File: config.mk
export PLATFORM = sky130hd
export DESIGN_NAME = pipe_hazard_ctrl_flat
export DESIGN_NICKNAME = d
export VERILOG_FILES = /design/src/rtl/pipe_hazard_ctrl_if.sv /design/src/rtl/pipe_hazard_ctrl.sv /design/src/flat_wrapper.sv
export SDC_FILE = /design/constraint.sdc
export NUM_CORES = 1
export LEC_CHECK = 0
export CORE_MARGIN = 4
export CORE_UTILIZATION = 30
export CTS_BUF_LIST = sky130_fd_sc_hd__clkbuf_8 sky130_fd_sc_hd__clkbuf_16
export CTS_CLUSTER_DIAMETER = 120
export DETAILED_ROUTE_END_ITERATION = 16
export PLACE_DENSITY = 0.63
export SLEW_MARGIN = 10
export SYNTH_ARGS = -nofsm -noshare
export SYNTH_HDL_FRONTEND = slang
export SYNTH_SLANG_ARGS = --single-unit
File: constraint.sdc
create_clock -name clk -period 2.55 [get_ports clk]
set_input_delay 0.3825 -clock clk [delete_from_list [all_inputs] [get_ports clk]]
set_output_delay 0.3825 -clock clk [all_outputs]
set_load 0.02 [all_outputs]
File: src/rtl/pipe_hazard_ctrl_if.sv
`default_nettype none
// ============================================================================
// Module      : pipe_hazard_ctrl_if
// Description : Hazard-controller bus: ID/EXE hazard operands, data-memory
//               handshake, CP0 exception request and pipeline enable/flush
//               controls.
// Revision    : 1.0 - initial release
// ============================================================================
interface pipe_hazard_ctrl_if;
    logic [4:0] id_rs;
    logic [4:0] id_rt;
    logic       id_use_rs;
    logic       id_use_rt;
    logic       exe_mem_rd;
    logic [4:0] exe_wb_dreg;
    logic       exe_bj;
    logic       mem_rd;
    logic       mem_we;
    logic       mem_ack;
    logic       exc_req;

    logic       pc_en;
    logic       pc_exc_sel;
    logic       if_id_en;
    logic       id_exe_en;
    logic       exe_mem_en;
    logic       mem_wb_en;
    logic       if_id_flush;
    logic       id_exe_flush;
    logic       exe_mem_flush;
    logic       mem_wb_flush;
    logic       mem_req;
    logic       bus_err;

    // Controller side
    modport master (
        input  id_rs, id_rt, id_use_rs, id_use_rt, exe_mem_rd, exe_wb_dreg,
               exe_bj, mem_rd, mem_we, mem_ack, exc_req,
        output pc_en, pc_exc_sel, if_id_en, id_exe_en, exe_mem_en, mem_wb_en,
               if_id_flush, id_exe_flush, exe_mem_flush, mem_wb_flush,
               mem_req, bus_err
    );

    // Pipeline / memory side
    modport slave (
        output id_rs, id_rt, id_use_rs, id_use_rt, exe_mem_rd, exe_wb_dreg,
               exe_bj, mem_rd, mem_we, mem_ack, exc_req,
        input  pc_en, pc_exc_sel, if_id_en, id_exe_en, exe_mem_en, mem_wb_en,
               if_id_flush, id_exe_flush, exe_mem_flush, mem_wb_flush,
               mem_req, bus_err
    );
endinterface
`default_nettype wire

File: src/rtl/pipe_hazard_ctrl.sv
`default_nettype none
// ============================================================================
// Module      : pipe_hazard_ctrl
// Description : Pipeline sequencer. Resolves exception > memory wait >
//               branch > load-use into per-stage enables/flushes, runs the
//               data-memory handshake with a timeout, counts stall cycles.
// Revision    : 1.0 - initial release
// ============================================================================
module pipe_hazard_ctrl #(
    parameter int MEM_TIMEOUT = 16,
    parameter int CNT_W       = 32
) (
    input  wire logic             clk,
    input  wire logic             rst_n,
    pipe_hazard_ctrl_if.master    bus,
    input  wire logic             stall_clr,
    output logic [CNT_W-1:0]      stall_cnt
);

    typedef enum logic [0:0] {
        RUN      = 1'b0,
        MEM_WAIT = 1'b1
    } state_t;

    localparam logic [7:0] TIMEOUT_C = 8'(MEM_TIMEOUT);

    state_t             state_q, state_d;
    logic [7:0]         wait_cnt_q, wait_cnt_d;
    logic               bus_err_q, bus_err_d;
    logic [CNT_W-1:0]   stall_cnt_q, stall_cnt_d;

    logic               acc;
    logic               load_use;

    assign acc = bus.mem_rd | bus.mem_we;

    // A load in EXE whose (non-zero) destination feeds a source the ID instruction actually reads
    assign load_use = bus.exe_mem_rd && (bus.exe_wb_dreg != 5'd0) &&
                      ((bus.id_use_rs && (bus.id_rs == bus.exe_wb_dreg)) ||
                       (bus.id_use_rt && (bus.id_rt == bus.exe_wb_dreg)));

    // State, wait counter and bus-error registers
    always_ff @(posedge clk or negedge rst_n) begin
        if (!rst_n) begin
            state_q     <= RUN;
            wait_cnt_q  <= 8'd0;
            bus_err_q   <= 1'b0;
            stall_cnt_q <= '0;
        end else begin
            state_q     <= state_d;
            wait_cnt_q  <= wait_cnt_d;
            bus_err_q   <= bus_err_d;
            stall_cnt_q <= stall_cnt_d;
        end
    end

    // Next state and prioritised pipeline controls; everything forced low in reset
    always_comb begin
        state_d           = state_q;
        wait_cnt_d        = wait_cnt_q;
        bus_err_d         = 1'b0;
        bus.pc_en         = 1'b1;
        bus.pc_exc_sel    = 1'b0;
        bus.if_id_en      = 1'b1;
        bus.id_exe_en     = 1'b1;
        bus.exe_mem_en    = 1'b1;
        bus.mem_wb_en     = 1'b1;
        bus.if_id_flush   = 1'b0;
        bus.id_exe_flush  = 1'b0;
        bus.exe_mem_flush = 1'b0;
        bus.mem_wb_flush  = 1'b0;
        bus.mem_req       = acc;

        case (state_q)
            RUN: begin
                if (bus.exc_req) begin
                    // Redirect to the vector and squash every stage, including the faulting one
                    bus.pc_exc_sel    = 1'b1;
                    bus.if_id_flush   = 1'b1;
                    bus.id_exe_flush  = 1'b1;
                    bus.exe_mem_flush = 1'b1;
                    bus.mem_wb_flush  = 1'b1;
                    bus.mem_req       = 1'b0;
                end else if (acc && !bus.mem_ack) begin
                    bus.pc_en        = 1'b0;
                    bus.if_id_en     = 1'b0;
                    bus.id_exe_en    = 1'b0;
                    bus.exe_mem_en   = 1'b0;
                    bus.mem_wb_flush = 1'b1;
                    state_d          = MEM_WAIT;
                    wait_cnt_d       = 8'd1;
                end else if (bus.exe_bj) begin
                    bus.if_id_flush  = 1'b1;
                    bus.id_exe_flush = 1'b1;
                end else if (load_use) begin
                    // Hold IF/ID one cycle and send a bubble into EXE
                    bus.pc_en        = 1'b0;
                    bus.if_id_en     = 1'b0;
                    bus.id_exe_flush = 1'b1;
                end
            end
            MEM_WAIT: begin
                if (bus.mem_ack) begin
                    state_d    = RUN;
                    wait_cnt_d = 8'd0;
                end else begin
                    bus.pc_en        = 1'b0;
                    bus.if_id_en     = 1'b0;
                    bus.id_exe_en    = 1'b0;
                    bus.exe_mem_en   = 1'b0;
                    bus.mem_wb_flush = 1'b1;
                    if (wait_cnt_q == TIMEOUT_C) begin
                        // Give up; CP0 turns the stalled access into an exception
                        bus_err_d  = 1'b1;
                        state_d    = RUN;
                        wait_cnt_d = 8'd0;
                    end else begin
                        wait_cnt_d = wait_cnt_q + 8'd1;
                    end
                end
            end
            default: begin
                state_d    = RUN;
                wait_cnt_d = 8'd0;
            end
        endcase

        if (!rst_n) begin
            bus.pc_en         = 1'b0;
            bus.pc_exc_sel    = 1'b0;
            bus.if_id_en      = 1'b0;
            bus.id_exe_en     = 1'b0;
            bus.exe_mem_en    = 1'b0;
            bus.mem_wb_en     = 1'b0;
            bus.if_id_flush   = 1'b0;
            bus.id_exe_flush  = 1'b0;
            bus.exe_mem_flush = 1'b0;
            bus.mem_wb_flush  = 1'b0;
            bus.mem_req       = 1'b0;
        end
    end

    // Saturating count of cycles the PC is held; clear wins over increment
    always_comb begin
        stall_cnt_d = stall_cnt_q;
        if (stall_clr) begin
            stall_cnt_d = '0;
        end else if (!bus.pc_en && (stall_cnt_q != {CNT_W{1'b1}})) begin
            stall_cnt_d = stall_cnt_q + 1'b1;
        end
    end

    assign bus.bus_err = bus_err_q;
    assign stall_cnt   = stall_cnt_q;

endmodule
`default_nettype wire

File: src/flat_wrapper.sv
// flat-port wrapper written by rule: the top's interface ports become plain ports
module pipe_hazard_ctrl_flat 
#(
    parameter int MEM_TIMEOUT = 16,
    parameter int CNT_W       = 32
)
  (clk, rst_n, stall_clr, stall_cnt, bus_id_rs, bus_id_rt, bus_id_use_rs, bus_id_use_rt, bus_exe_mem_rd, bus_exe_wb_dreg, bus_exe_bj, bus_mem_rd, bus_mem_we, bus_mem_ack, bus_exc_req, bus_pc_en, bus_pc_exc_sel, bus_if_id_en, bus_id_exe_en, bus_exe_mem_en, bus_mem_wb_en, bus_if_id_flush, bus_id_exe_flush, bus_exe_mem_flush, bus_mem_wb_flush, bus_mem_req, bus_bus_err);
  pipe_hazard_ctrl_if bus_i ();
  input  wire logic clk;
  input  wire logic rst_n;
  input  wire logic stall_clr;
  output logic [CNT_W-1:0] stall_cnt;
  input wire logic [$bits(bus_i.id_rs)-1:0] bus_id_rs;
  input wire logic [$bits(bus_i.id_rt)-1:0] bus_id_rt;
  input wire logic [$bits(bus_i.id_use_rs)-1:0] bus_id_use_rs;
  input wire logic [$bits(bus_i.id_use_rt)-1:0] bus_id_use_rt;
  input wire logic [$bits(bus_i.exe_mem_rd)-1:0] bus_exe_mem_rd;
  input wire logic [$bits(bus_i.exe_wb_dreg)-1:0] bus_exe_wb_dreg;
  input wire logic [$bits(bus_i.exe_bj)-1:0] bus_exe_bj;
  input wire logic [$bits(bus_i.mem_rd)-1:0] bus_mem_rd;
  input wire logic [$bits(bus_i.mem_we)-1:0] bus_mem_we;
  input wire logic [$bits(bus_i.mem_ack)-1:0] bus_mem_ack;
  input wire logic [$bits(bus_i.exc_req)-1:0] bus_exc_req;
  output wire logic [$bits(bus_i.pc_en)-1:0] bus_pc_en;
  output wire logic [$bits(bus_i.pc_exc_sel)-1:0] bus_pc_exc_sel;
  output wire logic [$bits(bus_i.if_id_en)-1:0] bus_if_id_en;
  output wire logic [$bits(bus_i.id_exe_en)-1:0] bus_id_exe_en;
  output wire logic [$bits(bus_i.exe_mem_en)-1:0] bus_exe_mem_en;
  output wire logic [$bits(bus_i.mem_wb_en)-1:0] bus_mem_wb_en;
  output wire logic [$bits(bus_i.if_id_flush)-1:0] bus_if_id_flush;
  output wire logic [$bits(bus_i.id_exe_flush)-1:0] bus_id_exe_flush;
  output wire logic [$bits(bus_i.exe_mem_flush)-1:0] bus_exe_mem_flush;
  output wire logic [$bits(bus_i.mem_wb_flush)-1:0] bus_mem_wb_flush;
  output wire logic [$bits(bus_i.mem_req)-1:0] bus_mem_req;
  output wire logic [$bits(bus_i.bus_err)-1:0] bus_bus_err;
  assign bus_i.id_rs = bus_id_rs;
  assign bus_i.id_rt = bus_id_rt;
  assign bus_i.id_use_rs = bus_id_use_rs;
  assign bus_i.id_use_rt = bus_id_use_rt;
  assign bus_i.exe_mem_rd = bus_exe_mem_rd;
  assign bus_i.exe_wb_dreg = bus_exe_wb_dreg;
  assign bus_i.exe_bj = bus_exe_bj;
  assign bus_i.mem_rd = bus_mem_rd;
  assign bus_i.mem_we = bus_mem_we;
  assign bus_i.mem_ack = bus_mem_ack;
  assign bus_i.exc_req = bus_exc_req;
  assign bus_pc_en = bus_i.pc_en;
  assign bus_pc_exc_sel = bus_i.pc_exc_sel;
  assign bus_if_id_en = bus_i.if_id_en;
  assign bus_id_exe_en = bus_i.id_exe_en;
  assign bus_exe_mem_en = bus_i.exe_mem_en;
  assign bus_mem_wb_en = bus_i.mem_wb_en;
  assign bus_if_id_flush = bus_i.if_id_flush;
  assign bus_id_exe_flush = bus_i.id_exe_flush;
  assign bus_exe_mem_flush = bus_i.exe_mem_flush;
  assign bus_mem_wb_flush = bus_i.mem_wb_flush;
  assign bus_mem_req = bus_i.mem_req;
  assign bus_bus_err = bus_i.bus_err;
  pipe_hazard_ctrl #(.MEM_TIMEOUT(MEM_TIMEOUT), .CNT_W(CNT_W)) u_core (.clk(clk), .rst_n(rst_n), .bus(bus_i), .stall_clr(stall_clr), .stall_cnt(stall_cnt));
endmodule
==> summary.md, run 1 <==
| Metric | Value |
|---|---|
| Status | finished, final reports clean |
| DP HPWL | 5.64 mm |
| Async S/R FF share, synth | 1.00 |
| Layout area overhead | 39.1% |
| Largest family of logic cells by synthesized area | simple AND/OR/NAND/NOR gates |
| Worst vdd ir | 0.336 mV |
| Sequential area share after synthesis | 0.382 |
| Setup-failing EPs final | 0 |
| Post-Synth Adder-Cell Area | 0.0136 |
| Starting Density | 0.312 |
| Post-cts hold buffer count | 0 |
| 1st-pass router iterations | 4 |
| Setup TNS | 0 ns |
| Period Utilization, post-route | 0.970 |
| Ports | 70 |
| Switching power | 0.000438 W |
| Share of cells above drive strength 1 | 0.157 |
| Combinational fraction of design power | 0.202 |
| Largest area contributor in the netlist | dfrtp_1 |
| Post-Synth XOR/XNOR Area | 0.0318 |
| Distinct cells, synth | 51 |
| Synth top area cells | dfrtp_1, o31ai_1, or4_1, a21oi_1, nand2_1 |
| Total wire length | 7.45 mm |
| Sw Ratio | 0.280 |
| PnR worst setup slack | 0.0758 ns |
| CTS H-Tree Depth | 2 |
| Clock transition at path regs | 0.09 ns |
| Setup repair bufs after CTS | 0 |
| Internal power | 0.00113 W |
| Nets@finish | 417 |
| Syn Std Cell Area | 2750 µm² |
| Mapped Cells | 300 |
| WS Path Type | in2out |
| Clock share of power | 0.352 |
| Slowest CP cell | or4_1 |
| Vias in the first global route | 2563 |
| CTS tree | yes |
| Post-synthesis compound-gate area fraction | 0.211 |
| First-pass GRT wire length | 12.5 mm |
| Relative slew slack | 0.523 |
| Endpoints failing hold | 0 |
| Final Util | 0.434 |
| Placement row count | 34 |
| Worst-Margin Slew | 0.713 ns |
| Root Buffer | clkbuf_8 |
| Core Box Area | 8810 µm² |
| Post-synth top area share | 0.382 |
| Register Area | 1050 µm² |
| Max frequency | 0.404 GHz |
| Max incr delay on CP | 0.54 ns |
| Clock Path Buffers | 2 |
| Leak | 1.47 nW |
| Post-synthesis mux area share | 0.0164 |
| Synth Register Bits | 42 |
| Tot GR Track Use | 0.137 |
| Max-Cap Viols | 0 |
| Vias | 2670 |
| Delay-heaviest family, CP | buffers and inverters |
| Worst-path fanout max | 2 |
| Layout fillers | 852 |
| Initial antenna violation count | 0 |
| Cts bufs inserted | 5 |
| Yosys warning count | 0 |
| Worst-Skew Late Latency | 0.30 ns |
| Crit-path cells | clkdlybuf4s50_1, or4_1, o21a_1, buf_4, a41o_1, buf_2 |
| Setup crit end kind | primary output |
| CP bufs+invs | 3 |
| Worst endpoint required time | 2.17 ns |
| Worst hold-check path type | in2async |
| Top FF cell, synth | dfrtp_1 |
| Via density | 5.37 |
| Min Tclk post-route | 2.47 ns |
| Simple-gate share of the synthesized area | 0.289 |
| Multi-input logic area | 1550 µm² |
| CTS resizes | 9 |
| Slew Viols, Final | 0 |
| Syn Nets | 329 |
| Die ar. | 10800 µm² |
| Antenna Nets Post-Route | 0 |
| Remaining Overflow, GRT | 0 |
| Worst EP arrival | 2.09 ns |
| Largest net degree at the start of global routing | 29 |
| Reg power frac | 0.446 |
| Wire length per cell | 15.0 µm |
| Die Span Y | 104 µm |
| DRC Markers | 0 |
| EDFF count, synth | 0 |
| Synthesized area per cell | 9.17 µm² |
| Power per cell area | 410 nW/µm² |
| Final Skew | 0.0171 ns |
| IO buf count | 69 |
| Most frequent cells after synthesis | dfrtp_1, a21oi_1, nand2_1 |
| Critical Path Source Type | input port |
| # diodes | 0 |
| DR iter-0 viols | 109 |
| RSZ-0062 raised after global routing | no |
| Count leader, synth | dfrtp_1 |
| Dpl ws | -0.353 ns |
| Die X | 104 µm |
| CTS sink cnt | 42 |
| Routability congestion estimate | 0.807 |
[registers in the layout (all words and copies together) (netlist names)]
signal	cells
u_core.state_q	1
u_core.wait_cnt_q	8
u_core.stall_cnt	32
u_core.bus.bus_err	1
[layout make-up]
| cell class | count | area share |
|---|---|---|
| multi-input cells | 233 | 0.406 |
| flip-flops and latches | 42 | 0.275 |
| repair buffers | 98 | 0.247 |
| well taps | 108 | 0.0353 |
| clock buffers | 5 | 0.0180 |
| clock inverters | 3 | 0.0114 |
| inverters | 8 | 0.00785 |
[cells by family after synthesis]
family | after synthesis
simple gates | 131
fa+ha+maj | 3
buf+inv | 25
flops | 42
mux | 4
compound gates | 85
xor+xnor | 10
[stage by stage]
stage | instances | hold WS, ns | power, W | cell area (µm²)
global placement | 489 | 0.444 | 0.00103 | 3700
global route | 497 | 0.139 | 0.00164 | 3820
floorplan | 300 | 0.0869 | 0.000876 | 2750
finish | 497 | 0.115 | 0.00157 | 3820
CTS | 497 | 0.128 | 0.00158 | 3820
detailed placement | 489 | 0.452 | 0.00103 | 3700
[path summary, 6_finish.rpt]
check | to | from | depth (start not counted) | slack [ns]
max in group asynchronous | u_core.stall_cnt[10] | rst_n | 2 | 2.08
max reg2reg | u_core.stall_cnt[4] | u_core.stall_cnt[0] | 7 | 0.31
min | u_core.wait_cnt_q[0] | rst_n | 2 | 0.12
min in group clk | u_core.wait_cnt_q[7] | u_core.wait_cnt_q[7] | 1 | 0.50
max | bus_id_exe_flush | bus_exe_wb_dreg[0] | 6 | 0.08
min reg2reg | u_core.wait_cnt_q[7] | u_core.wait_cnt_q[7] | 1 | 0.50
[cell usage in the layout (no fill, tap or decap), types with 4 or more instances in the layout]
cell type | Yosys | layout
a21oi_1 | 29 | 29
and3_1 | 8 | 8
buf_4 | 5 | 26
clkbuf_8 | 0 | 5
clkdlybuf4s50_1 | 0 | 63
dfrtp_1 | 42 | 42
inv_1 | 8 | 8
mux2_2 | 4 | 4
nand2_1 | 26 | 26
nand3_1 | 10 | 10
nand4_1 | 9 | 9
nor2_1 | 16 | 16
nor2b_1 | 7 | 7
nor3_1 | 4 | 4
o21ai_0 | 14 | 14
o31ai_1 | 24 | 24
or3_1 | 6 | 6
or4_1 | 23 | 23
xnor2_1 | 10 | 10
[layer usage]
layer	GRT usage	routed length (µm)	up-vias
li1	-	-	1314
met1	0.178	3310	1292
met2	0.231	3760	60
met3	0.0342	332	4
met4	0.0275	40	0
met5	0	0	-
[power by group through the flow]
| stage | registers [W] | clock network (W) | logic (W) |
|---|---|---|---|
| detailed placement | 0.000712 | 0 | 0.000319 |
| floorplan | 0.000712 | 0 | 0.000164 |
| global placement | 0.000711 | 0 | 0.000314 |
| CTS | 0.000698 | 0.000562 | 0.000320 |
| global route | 0.000701 | 0.000595 | 0.000343 |
| finish | 0.000699 | 0.000552 | 0.000317 |
(Power assumes the default switching activity.)
==> inputs of run 2 (changes only) <==
--- a/config.mk
+++ b/config.mk
@@ -11,6 +11,7 @@
 export CTS_CLUSTER_DIAMETER = 120
 export DETAILED_ROUTE_END_ITERATION = 16
 export PLACE_DENSITY = 0.63
+export SKIP_LAST_GASP = 1
 export SLEW_MARGIN = 10
 export SYNTH_ARGS = -nofsm -noshare
 export SYNTH_HDL_FRONTEND = slang
==> summary.md, run 2 (same netlist as run 1, synthesis figures left out) <==
| Metric | Value |
|---|---|
| Status | complete, but fails checks |
| Failing checks | negative setup slack |
| Total power | 0.00157 W |
| Clock transition at path regs | 0.09 ns |
| Worst-path fanout max | 3 |
| Antenna Nets Post-Route | 0 |
| Power per cell area | 410 nW/µm² |
| Tot GR Track Use | 0.137 |
| DRC Markers | 0 |
| Worst vdd ir | 0.337 mV |
| DR iter-0 viols | 124 |
| # diodes | 0 |
| DP HPWL | 5.64 mm |
| Via density | 5.38 |
| Share of cells above drive strength 1 | 0.157 |
| Wire length per cell | 15.0 µm |
| RSZ-0062 raised after global routing | yes |
| Commonest non-fill, non-tap cell in the layout | clkdlybuf4s50_1 |
| Layout area overhead | 38.8% |
| Commonest non-fill, non-tap cells in the layout | clkdlybuf4s50_1, dfrtp_1, a21oi_1 |
| Worst hold-check path type | in2async |
| Total wire length | 7.45 mm |
| IO buf count | 69 |
| Core Box Area | 8810 µm² |
| Worst-Margin Slew | 0.721 ns |
| Max frequency | 0.392 GHz |
| Hold Slack | 0.115 ns |
| Vias in the first global route | 2563 |
| Layout fillers | 855 |
| Largest net degree at the start of global routing | 29 |
| Setup crit end kind | primary output |
| Placement row count | 34 |
| Die X | 104 µm |
| Slew Viols, Final | 0 |
| Clock Path Buffers | 2 |
| Leak | 1.47 nW |
| Remaining Overflow, GRT | 0 |
| Final Skew | 0.0171 ns |
| Die ar. | 10800 µm² |
| Max FFs per register | 32 |
| Ports | 70 |
| Min Tclk post-route | 2.55 ns |
| CTS H-Tree Depth | 2 |
| Worst endpoint required time | 2.17 ns |
| First-pass GRT wire length | 12.5 mm |
| Nets@finish | 417 |
| PnR worst setup slack | -0.00137 ns |
| Worst-Skew Late Latency | 0.30 ns |
| Routability congestion estimate | 0.807 |
| Cts bufs inserted | 5 |
| Max-Cap Viols | 0 |
| CTS tree | yes |
| Worst reg-to-reg setup slack | 0.31 ns |
| 1st-pass router iterations | 4 |
| Endpoints failing hold | 0 |
| Worst EP arrival | 2.17 ns |
| Root Buffer | clkbuf_8 |
| Crit path launch | bus_exe_wb_dreg[0] |
| Starting Density | 0.312 |
| Setup-failing EPs final | 2 |
| Die Span Y | 104 µm |
| Critical Path Source Type | input port |
| Reg-to-Reg Start | u_core.stall_cnt[0] |
| CTS sink cnt | 42 |
| Relative slew slack | 0.518 |
| Initial antenna violation count | 0 |
| Period Utilization, post-route | 1.00 |
| Vias | 2675 |
| WS Path Type | in2out |
## run 2: cell counts in the layout (fill, tap and decap cells not counted)
No cell type changed its count.
## run 2: cell type report
type	instances	area [µm²]	share of cell area
Tap cell	108	135	0.0354
Multi-Input combinational cell	233	1540	0.405
Sequential cell	42	1050	0.275
Clock buffer	5	68.8	0.0180
Clock inverter	3	43.8	0.0115
Timing Repair Buffer	98	943	0.247
Inverter	8	30.0	0.00787
## run 2: report_power, final
| part | internal, W | leakage [nW] | switching, W |
|---|---|---|---|
| clock network | 0.000294 | 0.0585 | 0.000258 |
| registers | 0.000680 | 0.581 | 0.0000184 |
| logic | 0.000154 | 0.826 | 0.000161 |
| total | 0.00113 | 1.47 | 0.000437 |
## run 2: metal layers
metal | up-vias | wire [µm] | global-route usage
met5 | - | 0 | 0
met2 | 65 | 3730 | 0.231
met3 | 4 | 356 | 0.0342
met4 | 0 | 40 | 0.0275
li1 | 1315 | - | -
met1 | 1291 | 3320 | 0.178
## run 2: final timing paths
check / end / cells after the start
hold / removal: u_core.wait_cnt_q[0] / 2
min in group clk: u_core.wait_cnt_q[7] / 1
setup / recovery: bus_if_id_en / 5
setup reg to reg: u_core.stall_cnt[4] / 7
max in group asynchronous: u_core.stall_cnt[10] / 2
hold reg to reg: u_core.wait_cnt_q[7] / 1
## run 2: what timing repair did
item,CTS,global route
pin swaps,0,0
resized for setup,9,3
endpoints found under the setup margin,3,4
hold buffers,0,0
buffers inserted,0,0
## run 2: per-stage QoR
stage | setup TNS, ns | instances | instance area, µm² | setup WS, ns | utilization
CTS | -0.00405 | 497 | 3820 | -0.00291 | 0.434
global placement | -1.36 | 489 | 3700 | -0.349 | 0.420
floorplan | 0 | 300 | 2750 | 0.325 | -
finish | -0.00234 | 497 | 3820 | -0.00137 | 0.433
global route | -0.0744 | 497 | 3820 | -0.0386 | 0.433
detailed placement | -2.60 | 489 | 3700 | -0.353 | 0.420
## run 2: critical path, stage by stage
cell,delay [ns]
clkdlybuf4s50_1,0.43
or4_1,0.54
o21a_1,0.21
a31oi_2,0.30
clkdlybuf4s15_2,0.31
